$ cat src/rtl/ctrl_pkg.sv
// Shared decode definitions: RV32 opcodes, ALU/writeback encodings and the
// control bundle carried from decode into the ID/EX register.
package ctrl_pkg;

  localparam logic [6:0] OPC_OP     = 7'b0110011;
  localparam logic [6:0] OPC_OP_IMM = 7'b0010011;
  localparam logic [6:0] OPC_LOAD   = 7'b0000011;
  localparam logic [6:0] OPC_STORE  = 7'b0100011;
  localparam logic [6:0] OPC_BRANCH = 7'b1100011;
  localparam logic [6:0] OPC_JAL    = 7'b1101111;
  localparam logic [6:0] OPC_JALR   = 7'b1100111;
  localparam logic [6:0] OPC_LUI    = 7'b0110111;
  localparam logic [6:0] OPC_AUIPC  = 7'b0010111;

  typedef enum logic [4:0] {
    ALU_ADD  = 5'd0,  ALU_SLL  = 5'd1,  ALU_SLT    = 5'd2,  ALU_SLTU  = 5'd3,
    ALU_XOR  = 5'd4,  ALU_SRL  = 5'd5,  ALU_SRA    = 5'd6,  ALU_OR    = 5'd7,
    ALU_AND  = 5'd8,  ALU_SUB  = 5'd9,  ALU_MUL    = 5'd10, ALU_MULH  = 5'd11,
    ALU_MULHSU = 5'd12, ALU_MULHU = 5'd13, ALU_DIV = 5'd14, ALU_DIVU  = 5'd15,
    ALU_REM  = 5'd16, ALU_REMU = 5'd17
  } alu_op_e;

  typedef enum logic [1:0] {
    WB_ALU = 2'd0,
    WB_MEM = 2'd1,
    WB_PC4 = 2'd2
  } wb_sel_e;

  typedef struct packed {
    alu_op_e    alu_op;
    logic [2:0] mask;
    logic [2:0] br_type;
    logic       reg_wr;
    logic       sel_a;
    logic       sel_b;
    logic       rd_en;
    logic       wr_en;
    wb_sel_e    wb_sel;
    logic       is_jalr;
    logic       illegal;
    logic [4:0] rd_addr;
    logic [4:0] rs1_addr;
    logic [4:0] rs2_addr;
  } ctrl_t;

  // alt selects sub/sra, i.e. instruction[30] on the shared funct3 slots
  function automatic alu_op_e alu_from_f3(input logic [2:0] f3, input logic alt);
    case (f3)
      3'b000:  return alt ? ALU_SUB : ALU_ADD;
      3'b001:  return ALU_SLL;
      3'b010:  return ALU_SLT;
      3'b011:  return ALU_SLTU;
      3'b100:  return ALU_XOR;
      3'b101:  return alt ? ALU_SRA : ALU_SRL;
      3'b110:  return ALU_OR;
      default: return ALU_AND;
    endcase
  endfunction

  function automatic logic is_load(input ctrl_t c);
    return c.rd_en;
  endfunction

  function automatic logic is_div(input ctrl_t c);
    return (c.alu_op >= ALU_DIV) && (c.alu_op <= ALU_REMU);
  endfunction

endpackage

$ cat src/rtl/decode_ctrl_pipe_if.sv
// Handshake and decoded-control bundle between fetch, the decode pipe and execute.
interface decode_ctrl_pipe_if #(parameter int ALU_OP_W = 5) ();
  logic                in_valid;
  logic                in_ready;
  logic [31:0]         instruction;
  logic                flush;
  logic                out_valid;
  logic                out_ready;
  logic [ALU_OP_W-1:0] alu_op;
  logic [2:0]          mask;
  logic [2:0]          br_type;
  logic                reg_wr;
  logic                sel_A;
  logic                sel_B;
  logic                rd_en;
  logic                wr_en;
  logic [1:0]          wb_sel;
  logic                is_jalr;
  logic [4:0]          rd_addr;
  logic [4:0]          rs1_addr;
  logic [4:0]          rs2_addr;
  logic                illegal;

  modport master (
    output in_valid, instruction, flush, out_ready,
    input  in_ready, out_valid, alu_op, mask, br_type, reg_wr, sel_A, sel_B,
           rd_en, wr_en, wb_sel, is_jalr, rd_addr, rs1_addr, rs2_addr, illegal
  );

  modport slave (
    input  in_valid, instruction, flush, out_ready,
    output in_ready, out_valid, alu_op, mask, br_type, reg_wr, sel_A, sel_B,
           rd_en, wr_en, wb_sel, is_jalr, rd_addr, rs1_addr, rs2_addr, illegal
  );
endinterface

$ cat src/rtl/ctrl_decode.sv
// Combinational RV32I(+M) decoder producing the control bundle and the
// source-register usage flags needed for load-use detection.
module ctrl_decode
  import ctrl_pkg::*;
#(
  parameter bit EN_M = 1'b1
) (
  input  logic [31:0] instr_i,
  output ctrl_t       ctrl_o,
  output logic        uses_rs1_o,
  output logic        uses_rs2_o
);

  logic [6:0] opc_s;
  logic [6:0] f7_s;
  logic [2:0] f3_s;
  ctrl_t      raw_s;
  logic       ill_s;
  logic       u1_s;
  logic       u2_s;

  assign opc_s = instr_i[6:0];
  assign f3_s  = instr_i[14:12];
  assign f7_s  = instr_i[31:25];

  // Per-opcode decode before the illegal override
  always_comb begin
    raw_s          = '0;
    ill_s          = 1'b0;
    u1_s           = 1'b0;
    u2_s           = 1'b0;
    raw_s.rd_addr  = instr_i[11:7];
    raw_s.rs1_addr = instr_i[19:15];
    raw_s.rs2_addr = instr_i[24:20];
    case (opc_s)
      OPC_OP: begin
        raw_s.reg_wr = 1'b1;
        raw_s.sel_a  = 1'b1;
        u1_s         = 1'b1;
        u2_s         = 1'b1;
        if (f7_s == 7'b0000000) begin
          raw_s.alu_op = alu_from_f3(f3_s, 1'b0);
        end else if (f7_s == 7'b0100000 && (f3_s == 3'b000 || f3_s == 3'b101)) begin
          raw_s.alu_op = alu_from_f3(f3_s, 1'b1);
        end else if (f7_s == 7'b0000001 && EN_M) begin
          raw_s.alu_op = alu_op_e'(5'd10 + {2'b00, f3_s});
        end else begin
          ill_s = 1'b1;
        end
      end
      OPC_OP_IMM: begin
        raw_s.reg_wr = 1'b1;
        raw_s.sel_a  = 1'b1;
        raw_s.sel_b  = 1'b1;
        u1_s         = 1'b1;
        if (f3_s == 3'b001) begin
          raw_s.alu_op = ALU_SLL;
          ill_s        = (f7_s != 7'b0000000);
        end else if (f3_s == 3'b101) begin
          raw_s.alu_op = instr_i[30] ? ALU_SRA : ALU_SRL;
          ill_s        = (f7_s != 7'b0000000) && (f7_s != 7'b0100000);
        end else begin
          raw_s.alu_op = alu_from_f3(f3_s, 1'b0);
        end
      end
      OPC_LOAD: begin
        raw_s.reg_wr = 1'b1;
        raw_s.sel_a  = 1'b1;
        raw_s.sel_b  = 1'b1;
        raw_s.rd_en  = 1'b1;
        raw_s.wb_sel = WB_MEM;
        raw_s.mask   = f3_s;
        u1_s         = 1'b1;
        ill_s        = (f3_s == 3'b011) || (f3_s == 3'b110) || (f3_s == 3'b111);
      end
      OPC_STORE: begin
        raw_s.wr_en = 1'b1;
        raw_s.sel_a = 1'b1;
        raw_s.sel_b = 1'b1;
        raw_s.mask  = f3_s;
        u1_s        = 1'b1;
        u2_s        = 1'b1;
        ill_s       = f3_s[2] || (f3_s == 3'b011);
      end
      OPC_BRANCH: begin
        raw_s.br_type = f3_s;
        raw_s.sel_b   = 1'b1;
        u1_s          = 1'b1;
        u2_s          = 1'b1;
        ill_s         = (f3_s == 3'b010) || (f3_s == 3'b011);
      end
      OPC_JAL: begin
        raw_s.reg_wr = 1'b1;
        raw_s.sel_b  = 1'b1;
        raw_s.wb_sel = WB_PC4;
      end
      OPC_JALR: begin
        raw_s.reg_wr  = 1'b1;
        raw_s.sel_a   = 1'b1;
        raw_s.sel_b   = 1'b1;
        raw_s.wb_sel  = WB_PC4;
        raw_s.is_jalr = 1'b1;
        u1_s          = 1'b1;
        ill_s         = (f3_s != 3'b000);
      end
      // LUI: sel_A=1 with execute forcing operand A to zero
      OPC_LUI: begin
        raw_s.reg_wr = 1'b1;
        raw_s.sel_a  = 1'b1;
        raw_s.sel_b  = 1'b1;
      end
      OPC_AUIPC: begin
        raw_s.reg_wr = 1'b1;
        raw_s.sel_b  = 1'b1;
      end
      default: begin
        ill_s = 1'b1;
      end
    endcase
  end

  // Illegal encodings keep only their register fields and the flag
  always_comb begin
    ctrl_o     = raw_s;
    uses_rs1_o = u1_s;
    uses_rs2_o = u2_s;
    if (ill_s) begin
      ctrl_o          = '0;
      ctrl_o.illegal  = 1'b1;
      ctrl_o.rd_addr  = raw_s.rd_addr;
      ctrl_o.rs1_addr = raw_s.rs1_addr;
      ctrl_o.rs2_addr = raw_s.rs2_addr;
      uses_rs1_o      = 1'b0;
      uses_rs2_o      = 1'b0;
    end else begin
      ctrl_o.illegal = 1'b0;
    end
  end

endmodule

$ cat src/rtl/decode_ctrl_pipe.sv
// Registered decode stage: ID/EX output register with valid/ready flow control,
// load-use bubble insertion, multicycle-divide issue block and branch flush.
module decode_ctrl_pipe
  import ctrl_pkg::*;
#(
  parameter bit EN_M        = 1'b1,
  parameter int DIV_LATENCY = 8,
  parameter int ALU_OP_W    = 5
) (
  input  logic              clk,
  input  logic              reset_n,
  decode_ctrl_pipe_if.slave bus
);

  localparam int CNT_W = (DIV_LATENCY > 1) ? $clog2(DIV_LATENCY) : 1;

  ctrl_t            dec_s;
  logic             uses_rs1_s;
  logic             uses_rs2_s;
  ctrl_t            out_q, out_d;
  logic             valid_q, valid_d;
  logic [CNT_W-1:0] div_q, div_d;
  logic             hazard_s;
  logic             in_ready_s;
  logic             accept_s;
  logic             xfer_s;

  ctrl_decode #(.EN_M(EN_M)) u_dec (
    .instr_i    (bus.instruction),
    .ctrl_o     (dec_s),
    .uses_rs1_o (uses_rs1_s),
    .uses_rs2_o (uses_rs2_s)
  );

  assign hazard_s = valid_q && is_load(out_q) && (out_q.rd_addr != 5'd0) &&
                    ((uses_rs1_s && dec_s.rs1_addr == out_q.rd_addr) ||
                     (uses_rs2_s && dec_s.rs2_addr == out_q.rd_addr));

  assign in_ready_s = reset_n && (!valid_q || bus.out_ready) && !hazard_s &&
                      (div_q == '0) && !bus.flush;
  assign accept_s   = bus.in_valid && in_ready_s;
  // The held instruction is the one a flush kills, so it never counts as issued
  assign xfer_s     = valid_q && bus.out_ready && !bus.flush;

  // Output register and divide counter next state
  always_comb begin
    out_d   = out_q;
    valid_d = valid_q;
    div_d   = div_q;
    if (bus.flush) begin
      out_d   = '0;
      valid_d = 1'b0;
    end else if (accept_s) begin
      out_d   = dec_s;
      valid_d = 1'b1;
    end else if (xfer_s) begin
      out_d   = '0;
      valid_d = 1'b0;
    end else begin
      out_d   = out_q;
    end
    if (xfer_s && is_div(out_q)) begin
      div_d = CNT_W'(DIV_LATENCY - 1);
    end else if (div_q != '0) begin
      div_d = div_q - CNT_W'(1);
    end else begin
      div_d = div_q;
    end
  end

  // State registers
  always_ff @(posedge clk or negedge reset_n) begin
    if (!reset_n) begin
      out_q   <= '0;
      valid_q <= 1'b0;
      div_q   <= '0;
    end else begin
      out_q   <= out_d;
      valid_q <= valid_d;
      div_q   <= div_d;
    end
  end

  assign bus.in_ready  = in_ready_s;
  assign bus.out_valid = valid_q;
  assign bus.alu_op    = ALU_OP_W'(out_q.alu_op);
  assign bus.mask      = out_q.mask;
  assign bus.br_type   = out_q.br_type;
  assign bus.reg_wr    = out_q.reg_wr;
  assign bus.sel_A     = out_q.sel_a;
  assign bus.sel_B     = out_q.sel_b;
  assign bus.rd_en     = out_q.rd_en;
  assign bus.wr_en     = out_q.wr_en;
  assign bus.wb_sel    = out_q.wb_sel;
  assign bus.is_jalr   = out_q.is_jalr;
  assign bus.rd_addr   = out_q.rd_addr;
  assign bus.rs1_addr  = out_q.rs1_addr;
  assign bus.rs2_addr  = out_q.rs2_addr;
  assign bus.illegal   = out_q.illegal;

endmodule

$ cat src/flat_wrapper.sv
// flat-port wrapper written by rule: the top's interface ports become plain ports
module decode_ctrl_pipe_flat import ctrl_pkg::*;
#(
  parameter bit EN_M        = 1'b1,
  parameter int DIV_LATENCY = 8,
  parameter int ALU_OP_W    = 5
)
  (clk, reset_n, bus_in_valid, bus_instruction, bus_flush, bus_out_ready, bus_in_ready, bus_out_valid, bus_alu_op, bus_mask, bus_br_type, bus_reg_wr, bus_sel_A, bus_sel_B, bus_rd_en, bus_wr_en, bus_wb_sel, bus_is_jalr, bus_rd_addr, bus_rs1_addr, bus_rs2_addr, bus_illegal);
  decode_ctrl_pipe_if #(.ALU_OP_W(ALU_OP_W)) bus_i ();
  input  logic clk;
  input  logic reset_n;
  input wire logic [$bits(bus_i.in_valid)-1:0] bus_in_valid;
  input wire logic [$bits(bus_i.instruction)-1:0] bus_instruction;
  input wire logic [$bits(bus_i.flush)-1:0] bus_flush;
  input wire logic [$bits(bus_i.out_ready)-1:0] bus_out_ready;
  output wire logic [$bits(bus_i.in_ready)-1:0] bus_in_ready;
  output wire logic [$bits(bus_i.out_valid)-1:0] bus_out_valid;
  output wire logic [$bits(bus_i.alu_op)-1:0] bus_alu_op;
  output wire logic [$bits(bus_i.mask)-1:0] bus_mask;
  output wire logic [$bits(bus_i.br_type)-1:0] bus_br_type;
  output wire logic [$bits(bus_i.reg_wr)-1:0] bus_reg_wr;
  output wire logic [$bits(bus_i.sel_A)-1:0] bus_sel_A;
  output wire logic [$bits(bus_i.sel_B)-1:0] bus_sel_B;
  output wire logic [$bits(bus_i.rd_en)-1:0] bus_rd_en;
  output wire logic [$bits(bus_i.wr_en)-1:0] bus_wr_en;
  output wire logic [$bits(bus_i.wb_sel)-1:0] bus_wb_sel;
  output wire logic [$bits(bus_i.is_jalr)-1:0] bus_is_jalr;
  output wire logic [$bits(bus_i.rd_addr)-1:0] bus_rd_addr;
  output wire logic [$bits(bus_i.rs1_addr)-1:0] bus_rs1_addr;
  output wire logic [$bits(bus_i.rs2_addr)-1:0] bus_rs2_addr;
  output wire logic [$bits(bus_i.illegal)-1:0] bus_illegal;
  assign bus_i.in_valid = bus_in_valid;
  assign bus_i.instruction = bus_instruction;
  assign bus_i.flush = bus_flush;
  assign bus_i.out_ready = bus_out_ready;
  assign bus_in_ready = bus_i.in_ready;
  assign bus_out_valid = bus_i.out_valid;
  assign bus_alu_op = bus_i.alu_op;
  assign bus_mask = bus_i.mask;
  assign bus_br_type = bus_i.br_type;
  assign bus_reg_wr = bus_i.reg_wr;
  assign bus_sel_A = bus_i.sel_A;
  assign bus_sel_B = bus_i.sel_B;
  assign bus_rd_en = bus_i.rd_en;
  assign bus_wr_en = bus_i.wr_en;
  assign bus_wb_sel = bus_i.wb_sel;
  assign bus_is_jalr = bus_i.is_jalr;
  assign bus_rd_addr = bus_i.rd_addr;
  assign bus_rs1_addr = bus_i.rs1_addr;
  assign bus_rs2_addr = bus_i.rs2_addr;
  assign bus_illegal = bus_i.illegal;
  decode_ctrl_pipe #(.EN_M(EN_M), .DIV_LATENCY(DIV_LATENCY), .ALU_OP_W(ALU_OP_W)) u_core (.clk(clk), .reset_n(reset_n), .bus(bus_i));
endmodule
$ cat config.mk
export PLATFORM = sky130hd
export DESIGN_NAME = decode_ctrl_pipe_flat
export DESIGN_NICKNAME = d
export VERILOG_FILES = /design/src/rtl/ctrl_pkg.sv /design/src/rtl/decode_ctrl_pipe_if.sv /design/src/rtl/ctrl_decode.sv /design/src/rtl/decode_ctrl_pipe.sv /design/src/flat_wrapper.sv
export SDC_FILE = /design/constraint.sdc
export NUM_CORES = 1
export LEC_CHECK = 0
export BUFFER_PORTS_ARGS = -buffer_cell sky130_fd_sc_hd__clkbuf_2
export CORE_MARGIN = 5
export CORE_UTILIZATION = 50
export CTS_BUF_LIST = sky130_fd_sc_hd__clkbuf_8
export DETAILED_ROUTE_END_ITERATION = 10
export GPL_TIMING_DRIVEN = 0
export PLACE_DENSITY = 0.74
export SLEW_MARGIN = 30
export SYNTH_ARGS = -nofsm -noshare
export SYNTH_HDL_FRONTEND = slang
export SYNTH_HIERARCHICAL = 1
export SYNTH_SLANG_ARGS = --single-unit
$ cat constraint.sdc
create_clock -name clk -period 6.8 [get_ports clk]
set_input_delay 1.02 -clock clk [delete_from_list [all_inputs] [get_ports clk]]
set_output_delay 1.02 -clock clk [all_outputs]
set_load 0.05 [all_outputs]
After elaboration in Yosys (flattened, before gate mapping)
Cells that the tools add are included.

word-level totals
  register bits = 39
  bits of input ports = 37
  output and inout port bits = 37
  word-level logic and storage cells = 123

operators by class
  add/sub/neg operators = 2
  order comparisons = 2
  equal/unequal tests = 21
  muxes and demuxes = 39
  reduce and logical (&&, ||, !) cells = 43

operators with widths
  operator                                                number
  2-to-1 mux 35 bit                                       3
  case mux 4 bit (7 select lines)                         2
  equality test 7 x 6 -> 1 bit (second input constant)    4
  equality test 7 bit (second input constant)             3
  case mux 4 bit (5 select lines)                         1
  2-to-1 mux 1 bit                                        19
  2-to-1 mux 19 bit                                       1
  logical AND 1 bit                                       16
  2-to-1 mux 5 bit                                        3
  equality test 7 x 5 -> 1 bit (second input constant)    2
  equality test 3 bit (second input constant)             4
  2-to-1 mux 3 bit                                        4
  OR reduction 6 bit                                      2
  equality test 5 bit                                     2
  case mux 5 bit (2 select lines)                         1
  nonzero test 3 bit                                      3
  2-to-1 mux 4 bit                                        2
  OR reduction 8 bit                                      1
  equality test 7 x 1 -> 1 bit (second input constant)    1
  equality test 7 x 2 -> 1 bit (second input constant)    1
  zero test 7 bit                                         1
  logical OR 1 bit                                        7
  inequality test 7 x 6 -> 1 bit (second input constant)  1
  case mux 1 bit (7 select lines)                         1
  16 further kinds                                        22

Logic depth before layout (Yosys ltp)
Gate-level depths: netlist (run 1).

  depth in word-level cells = 17
  gate-level depth with buffers = 10
  depth with buffers taken out = 8

By module
The synthesis (run 1) kept the hierarchy.

modules (own cells, without submodules)
  module            instances  cells an instance  area an instance (sq um)  seq. area each (sq um)
  decode_ctrl_pipe  1          242                2179.6                    975.9
  ctrl_decode       1          139                899.6                     0.0

Worst setup path before layout (run 1)
No wires, ideal clock.

  kind = in2out
  from = in bus_instruction[28]
  to = out bus_in_ready
  arrival time = 3.623 ns
  required time = 5.780 ns
  path slack = 2.157 ns
  stages = 8
  buffers on the path = 0
  cell sequence = or4_4 > a2111oi_4 > o21bai_1 > or4b_4 > a2111oi_2 > nand3_1 > a21oi_4 > and2b_1

on the way
  cells in the longest elaborated chain, start to end = 13
  elaborated cells between the ends (all ways) = 23
  those cells by class = eq/ne (3); mux (8); reduce/logical (12)

RTL lines
  item                                                        RTL line                              RTL
  start, declared                                             flat_wrapper.sv:13                    input wire logic [$bits(bus_i.instruction)-1:0] bus_instruction;
  equality test 7 x 1 -> 1 bit, or another cell as far along  ctrl_decode.sv:45                     end else if (f7_s == 7'b0000001 && EN_M) begin
  2-to-1 mux 1 bit, or another cell as far along              ctrl_decode.sv:45
  2-to-1 mux 1 bit, on equally long branches                  ctrl_decode.sv:43, ctrl_decode.sv:59
  2-to-1 mux 1 bit, on equally long branches                  ctrl_decode.sv:41, ctrl_decode.sv:56
  case mux 1 bit (7 select lines) *                           ctrl_decode.sv:35                     case (opc_s)
  2-to-1 mux 1 bit *                                          ctrl_decode.sv:127                    if (ill_s) begin
  named net u_core.uses_rs1_s                                 decode_ctrl_pipe.sv:18                logic uses_rs1_s;
  logical AND 1 bit *                                         decode_ctrl_pipe.sv:36                ((uses_rs1_s && dec_s.rs1_addr == out_q.rd_addr) ||
  logical OR 1 bit *                                          decode_ctrl_pipe.sv:36
  logical AND 1 bit *                                         decode_ctrl_pipe.sv:35                assign hazard_s = valid_q && is_load(out_q) && (out_q.rd_addr != 5'd0) &&
  zero test 1 bit *                                           decode_ctrl_pipe.sv:39                assign in_ready_s = reset_n && (!valid_q || bus.out_ready) && !hazard_s &&
  logical AND 1 bit * (2 in series)                           decode_ctrl_pipe.sv:39
  logical AND 1 bit *                                         decode_ctrl_pipe.sv:40                (div_q == '0) && !bus.flush;
  end, declared                                               flat_wrapper.sv:16                    output wire logic [$bits(bus_i.in_ready)-1:0] bus_in_ready;

Mark *: on every way through the listed nets, which the timed path passes. The rest lies on a longest branch.

Worst setup path in the final report (run 1)
Ends and elaborated chain as after synthesis.

==> flow_summary_export.csv, run 1 <==
group,metric,value,unit
layout,area_growth,15.56,%
clocking,cts_resized,0,
setup_path,worstPathBufferInverterCount,2,
worst_hold_path,hold_class,"flip-flop to flip-flop",
drt,drtPass1Iterations,4,
logic_synthesis,ys_ff_latch,39,
setup_path,critPathKind,"input pin to output pin",
logic_synthesis,synth.cell_area,3079,sq um
setup_path,slowest_delay,0.59,ns
setup_path,crit_slowest_cell,"or4b_4",
drt,vias_per_cell,5.644,
logic_synthesis,synth_flop_cell,"dfrtp_1",
die,die_x,88.48,microns
grt,top_usage_layer,"met2",
timing,fmax,188.4,MHz
setup_path,crit_chain,"clkbuf_2, or4_4, nor2_1, a21boi_1, or4b_4, a2111oi_2, nand3_1, a21oi_4, and2b_1, clkbuf_2",
timing,fin_worst_skew,0.005643,ns
setup_path,crit_path_start_kind,"input pin",
pwr,power_density,177.5,nW/um^2
logic_synthesis,synthTopCellsByCount,"54 x nand2_1, 42 x nand3_1, 39 x dfrtp_1",
grt,grt_pass1_vias,2859,
logic_synthesis,synth_edf_count,0,
timing,hold_viol_final,0,
clocking,clockRootBuffer,"clkbuf_8",
worst_hold_path,hp-start,"u_core/div_q[0]",
placement,io_buffers,53,
grt,antenna_found_initial,0,
placement,dp_hpwl,5.945,mm
setup_path,crit_top_cell,"clkbuf_2",
clocking,cts_hold_buf,0,
grt,use_met1,0.2794,
grt,grt.total_usage,0.2101,
drt,num_vias,2918,
logic_synthesis,async_flop_share,1.000,
timing,finalCritPeriodShare,0.7806,
clocking,clock_path_buffers,2,
timing,setup_viol,0,
layout,nFillCells,559,
logic_synthesis,synth_area_per_cell,8.082,sq um
die,initial_utilization,0.5170,
setup_path,critPathRequiredTime,5.78,ns
layout,antenna_cells,0,
setup_path,r2r_start,"u_core/div_q[0]",
logic_synthesis,syn_nets,421,
clocking,cts_tree,"yes",
layout,final_nets,481,
pwr,pwr-share-clk,0.315,
pwr,switchingPower,206.1,uW
timing,slew_headroom,0.5476,
logic_synthesis,syn_inst,381,
pwr,pwr-share-seq,0.410,
drt,ant_nets,0,
logic_synthesis,synth.distinct_cells,62,
clocking,cts.sinks,39,
drt,drt-wirelength-per-cell,14.90,microns
logic_synthesis,yosys_warnings,6,
setup_path,timing.critical_path.from,"bus_instruction[28]",
grt,grt_pass1_wl,13.21,mm
drt,wirelength,7.705,mm
clocking,htreeDepth,2,
pwr,p_int,425.5,uW
timing,period_minus_slack,5.308,ns
die,core,5956,sq um
layout,drive_gt1_frac,0.2579,
logic_synthesis,synth_top_area_frac,0.3169,
logic_synthesis,yosysTopAreaCell,"dfrtp_1",
drt,drt_iter0_markers,204,
pwr,comb_power_share,0.275,
setup_path,cp.depth,10,
clocking,cts_buffers,5,
grt,gr-usage-met3,0.02421,
timing,drv_slew,0,
grt,met2_usage,0.3569,
drt,drc,0,
clocking,postCtsSetupRepairBufs,0,
pwr,p_leak,1.591,nW
timing,fin_setup_tns,0,ns
grt,grt_max_degree,41,
outcome,status,"finished clean",
die,ios,74,
setup_path,crit_family,"simple AND/OR/NAND/NOR gates",
setup_path,r2r_cells,8,
layout,finish.instance_area,3558,sq um
setup_path,crit_path_max_fanout,10,
logic_synthesis,ys_seq_area_frac,0.3169,
die,die_h,88.48,microns
setup_path,worstPathArrival,4.29,ns
placement,globalplace.congestion,0.8847,
logic_synthesis,synthTopCellsByArea,"dfrtp_1 32%, a21o_1 8.8%, nand3_1 6.8%",
logic_synthesis,yosysMostFrequentCell,"nand2_1",
placement,dpl_cell_area,3438,sq um
worst_hold_path,hold_depth,2,
clocking,clk_latency,0.29,ns
clocking,clkTransAtPathRegs,0.08,ns
pwr,ir_worst_vdd,147.0,uV
job,drv_cap,0,
die,dieArea,7828,sq um
timing,tightest_slew,0.6786,ns
grt,grt_overflow,0,
timing,rsz0062_at_grt,"false",
pwr,p_sw_frac,0.3263,
die,rows,28,
setup_path,endpoint_kind,"output pin",
[final timing paths]
check                                         endpoint  slack [ns]
worst min-delay path                   u_core/div_q[0]        0.52
max in group asynchronous             u_core/bus.wr_en        5.76
worst max-delay path                      bus_in_ready        1.49
min in group asynchronous       u_core/bus.rs2_addr[4]        0.68
worst max register to register   u_core/bus.rd_addr[2]        4.82
worst min register to register         u_core/div_q[0]        0.52
[power by group through the flow]
stage	Clock [mW]	Sequential, mW	Combinational (mW)
after detailed placement	0	0.264	0.175
after CTS	0.204	0.259	0.175
after global placement	0	0.263	0.170
final	0.199	0.259	0.174
after floorplan	0	0.284	0.108
after global routing	0.217	0.262	0.196
[sequential cells by signal, indices dropped and copies added, names as in the netlist]
register and count:
u_core/bus.alu_op 5, u_core/bus.br_type 3, u_core/bus.illegal 1, u_core/bus.is_jalr 1, u_core/bus.mask 3, u_core/bus.out_valid 1
u_core/bus.rd_addr 5, u_core/bus.rd_en 1, u_core/bus.reg_wr 1, u_core/bus.rs1_addr 5, u_core/bus.rs2_addr 5, u_core/bus.sel_A 1
u_core/bus.sel_B 1, u_core/bus.wb_sel 2, u_core/bus.wr_en 1, u_core/div_q 3
[tightest hold or removal path, stage by stage (launching register included)]
cell and delay, ns:
dfrtp_1 0.36, xnor2_1 0.08, nand2_1 0.06
[per-layer routing]
layer  part of all wire  wire length, microns  vias to the layer above
met4              0.020                   155                        0
met3              0.055                   420                       16
met1               0.44                  3396                     1346
li1                   -                     -                     1459
met5                  0                     0                        -
met2               0.48                  3733                       97
[kinds of logic (layout without fill, tap and decap cells)]
group                      Yosys count  after routing  share of synthesized area
buffers and inverters               56            117                     0.1020
AOI/OAI and AO/OA                  105            105                     0.2479
DFF                                 39             39                     0.3169
and+or+nand+nor                    163            163                     0.2775
muxes                                2              2                   0.006502
adders and majority gates            3              3                    0.01219
xor gates and xnor gates            13             13                    0.03698
[area by class of cell]
cell class                 count  area, sq um  area share
buffer                        50        291.5     0.08193
clock buffer                   6        82.58     0.02321
clock inverter                 2        35.03    0.009845
inverter                       6        22.52    0.006329
multi-input combinational    286         1789      0.5028
sequential                    39        975.9      0.2743
tap                           75        93.84     0.02637
timing repair buffer          53        267.8     0.07525
[metrics by stage]
| step | power (mW) | setup WS [ns] | utilization | std cells | hold slack (ns) |
|---|---|---|---|---|---|
| 6_report | 0.6316 | 1.492 | 0.5975 | 517 | 0.5231 |
| 5_1_grt | 0.6750 | 1.342 | 0.5975 | 517 | 0.5658 |
| 4_1_cts | 0.6387 | 1.515 | 0.5971 | 517 | 0.5296 |
| 3_5_place_dp | 0.4383 | 1.532 | 0.5773 | 509 | 0.5052 |
| 3_3_place_gp | 0.4329 | 1.560 | 0.5773 | 509 | 0.5007 |
| 2_1_floorplan | 0.3920 | 2.157 | - | 381 | 0.4792 |
[cell usage in the layout (no fill, tap or decap), types with 8 or more instances in the layout]
master	synthesis	final
a21oi_1	8	8
o21ai_2	9	9
dfrtp_1	39	39
a21o_1	36	36
buf_4	17	18
nor2_1	15	15
nand3_1	42	42
nor3_1	8	8
clkbuf_1	22	22
clkbuf_2	0	52
nand2_1	54	54
xor2_1	10	10
o21ai_0	32	32
No activity file was read; power rests on OpenSTA's default activity.
==> run 2, diff against run 1 <==
ABC_AREA = 1   (was unset)
PLACE_DENSITY = 0.75   (was 0.74)
clock period = 5.05 ns   (was 6.8 ns; I/O delays follow)
==> run 2 against run 1 <==
First-iteration DRC count down 40%. Critical endpoint unchanged. Via count fell by 1.5%. Largest power group unchanged. Clock skew grew 0.0031 ns.
==> flow_summary_export.csv, run 2 <==
group,metric,value,unit
die,core,5540,sq um
clocking,cts_tree,"yes",
drt,num_vias,2874,
outcome,status,"finished clean",
timing,tightest_slew,0.6023,ns
setup_path,critPathKind,"input pin to output pin",
die,die_x,85.82,microns
clocking,clk_latency,0.29,ns
clocking,clockRootBuffer,"clkbuf_8",
setup_path,worstPathArrival,3.01,ns
logic_synthesis,async_flop_share,1.000,
logic_synthesis,yosysMostFrequentCell,"nand2_1",
setup_path,crit_path_max_fanout,10,
layout,layout_common_cells,"115 x nand2_1, 93 x nand3_1, 56 x clkbuf_2",
layout,final_common_cell,"nand2_1",
job,drv_cap,0,
logic_synthesis,ys_seq_area_frac,0.3396,
logic_synthesis,syn_inst,430,
die,rows,27,
drt,drtPass1Iterations,4,
drt,ant_nets,0,
timing,fin_setup_tns,0,ns
grt,antenna_found_initial,0,
layout,area_growth,16.72,%
grt,grt.total_usage,0.2007,
timing,period_minus_slack,3.763,ns
clocking,htreeDepth,2,
worst_hold_path,hold_class,"input pin to async pin",
placement,io_buffers,57,
logic_synthesis,yosys_warnings,6,
timing,finalCritPeriodShare,0.7451,
setup_path,endpoint_kind,"output pin",
timing,hold_viol_final,0,
timing,rsz0062_at_grt,"false",
clocking,cts_buffers,5,
die,dieArea,7364,sq um
drt,wirelength,7.072,mm
grt,grt_overflow,0,
timing,drv_slew,0,
logic_synthesis,synth.distinct_cells,30,
logic_synthesis,synth_flop_cell,"dfrtp_1",
layout,nFillCells,571,
clocking,clkTransAtPathRegs,0.08,ns
pwr,p_leak,1.952,nW
drt,drt-wirelength-per-cell,12.49,microns
setup_path,crit_path_start_kind,"input pin",
layout,antenna_cells,0,
timing,fmax,265.8,MHz
clocking,clock_path_buffers,2,
setup_path,critPathRequiredTime,4.29,ns
drt,vias_per_cell,5.078,
timing,fin_worst_skew,0.008783,ns
logic_synthesis,synthTopCellsByArea,"dfrtp_1 34%, nand3_1 16%, nand2_1 15%",
timing,hold_ws,0.4332,ns
clocking,cts.sinks,39,
pwr,power_density,247.1,nW/um^2
pwr,ir_worst_vdd,153.6,uV
die,initial_utilization,0.5187,
grt,grt_max_degree,41,
grt,grt_pass1_vias,2753,
drt,drt_iter0_markers,122,
clocking,postCtsSetupRepairBufs,0,
timing,slew_headroom,0.5970,
logic_synthesis,synth.cell_area,2874,sq um
logic_synthesis,yosysTopAreaCell,"dfrtp_1",
logic_synthesis,ys_ff_latch,39,
logic_synthesis,synthTopCellsByCount,"115 x nand2_1, 93 x nand3_1, 52 x nor2_1",
placement,dp_hpwl,5.526,mm
timing,setup_viol,0,
die,ios,74,
clocking,cts_hold_buf,0,
grt,grt_pass1_wl,12.12,mm
placement,globalplace.congestion,0.9077,
logic_synthesis,synth_top_area_frac,0.3396,
die,die_h,85.82,microns
layout,drive_gt1_frac,0.2591,
logic_synthesis,synth_area_per_cell,6.684,sq um
clocking,cts_resized,0,
drt,drc,0,
layout,final_nets,534,
logic_synthesis,syn_nets,470,
logic_synthesis,synth_edf_count,0,
-- run 2: cell count changes after synthesis, moves of 9 or more --
cell / delta
a21o_1: -36
clkbuf_1: -18
inv_1: +32
inv_2: +10
nand2_1: +61
nand3_1: +51
nor2_1: +37
o21ai_0: -24
o21ai_2: -9
xor2_1: -10
-- run 2: report_power, final --
part	leakage, nW	internal (mW)	total (mW)	switching, mW
registers	0.537	0.335	0.351	0.0158
clock network	0.0554	0.143	0.247	0.104
logic	1.36	0.0775	0.231	0.154
total	1.95	0.555	0.829	0.274
-- run 2: final timing paths --
| check | startpoint | to | slack [ns] | depth (start not counted) |
|---|---|---|---|---|
| setup / recovery | bus_instruction[6] | bus_in_ready | 1.29 | 16 |
| hold / removal | reset_n | u_core/bus.rs2_addr[4] | 0.43 | 1 |
| setup reg to reg | u_core/div_q[0] | u_core/bus.sel_B | 3.16 | 10 |
| hold reg to reg | u_core/div_q[0] | u_core/div_q[0] | 0.50 | 2 |
| max in group asynchronous | reset_n | u_core/bus.alu_op[2] | 4.27 | 1 |
| min in group clk | u_core/div_q[0] | u_core/div_q[0] | 0.50 | 2 |
-- run 2: kinds of logic after synthesis --
family,Yosys count,share of synthesized area
buf+inv,81,0.1458
simple gates,289,0.4602
flops,39,0.3396
compound gates,17,0.03832
xor+xnor,1,0.003048
fa+ha+maj,3,0.01306
-- run 2: layout make-up --
cell class / instances / area (sq um) / area share
Clock buffer: 5 / 68.82 / 0.02051
Multi-Input combinational cell: 310 / 1479 / 0.4409
Tap cell: 72 / 90.09 / 0.02686
Buffer: 32 / 234.0 / 0.06975
Sequential cell: 39 / 975.9 / 0.2909
Inverter: 49 / 185.2 / 0.05520
Timing Repair Buffer: 57 / 287.8 / 0.08579
Clock inverter: 2 / 33.78 / 0.01007
-- run 2: per-layer routing --
layer | GRT usage | vias up | wire (microns)
met2 | 0.3715 | 96 | 3644
met1 | 0.2418 | 1302 | 2853
met5 | 0 | - | 0
met3 | 0.02594 | 4 | 494
met4 | 0.05755 | 0 | 80
li1 | - | 1472 | -
-- run 2: critical path, stage by stage --
cell and delay (ns):
clkbuf_2 0.09, inv_1 0.16, nand2_4 0.10, nor3_4 0.31, nand3_1 0.14, nand2_1 0.10, nand2_2 0.06, nand2_4 0.13
nor2_1 0.08, nand2_1 0.07, nor2_1 0.04, nand3_1 0.09, nand2_2 0.08, a21boi_4 0.32, buf_6 0.19, clkbuf_2 0.28
-- run 2: stage by stage --
step                      power (mW)  worst slack [ns]  utilization  cells  cell area, sq um
after floorplan               0.5282             2.000            -    430              2874
after global placement        0.5807             1.347       0.5865    559              3249
after detailed placement      0.5902             1.291       0.5865    559              3249
after CTS                     0.8368             1.290       0.6050    566              3352
after global routing          0.8761             1.064       0.6055    566              3354
final                         0.8290             1.287       0.6055    566              3354
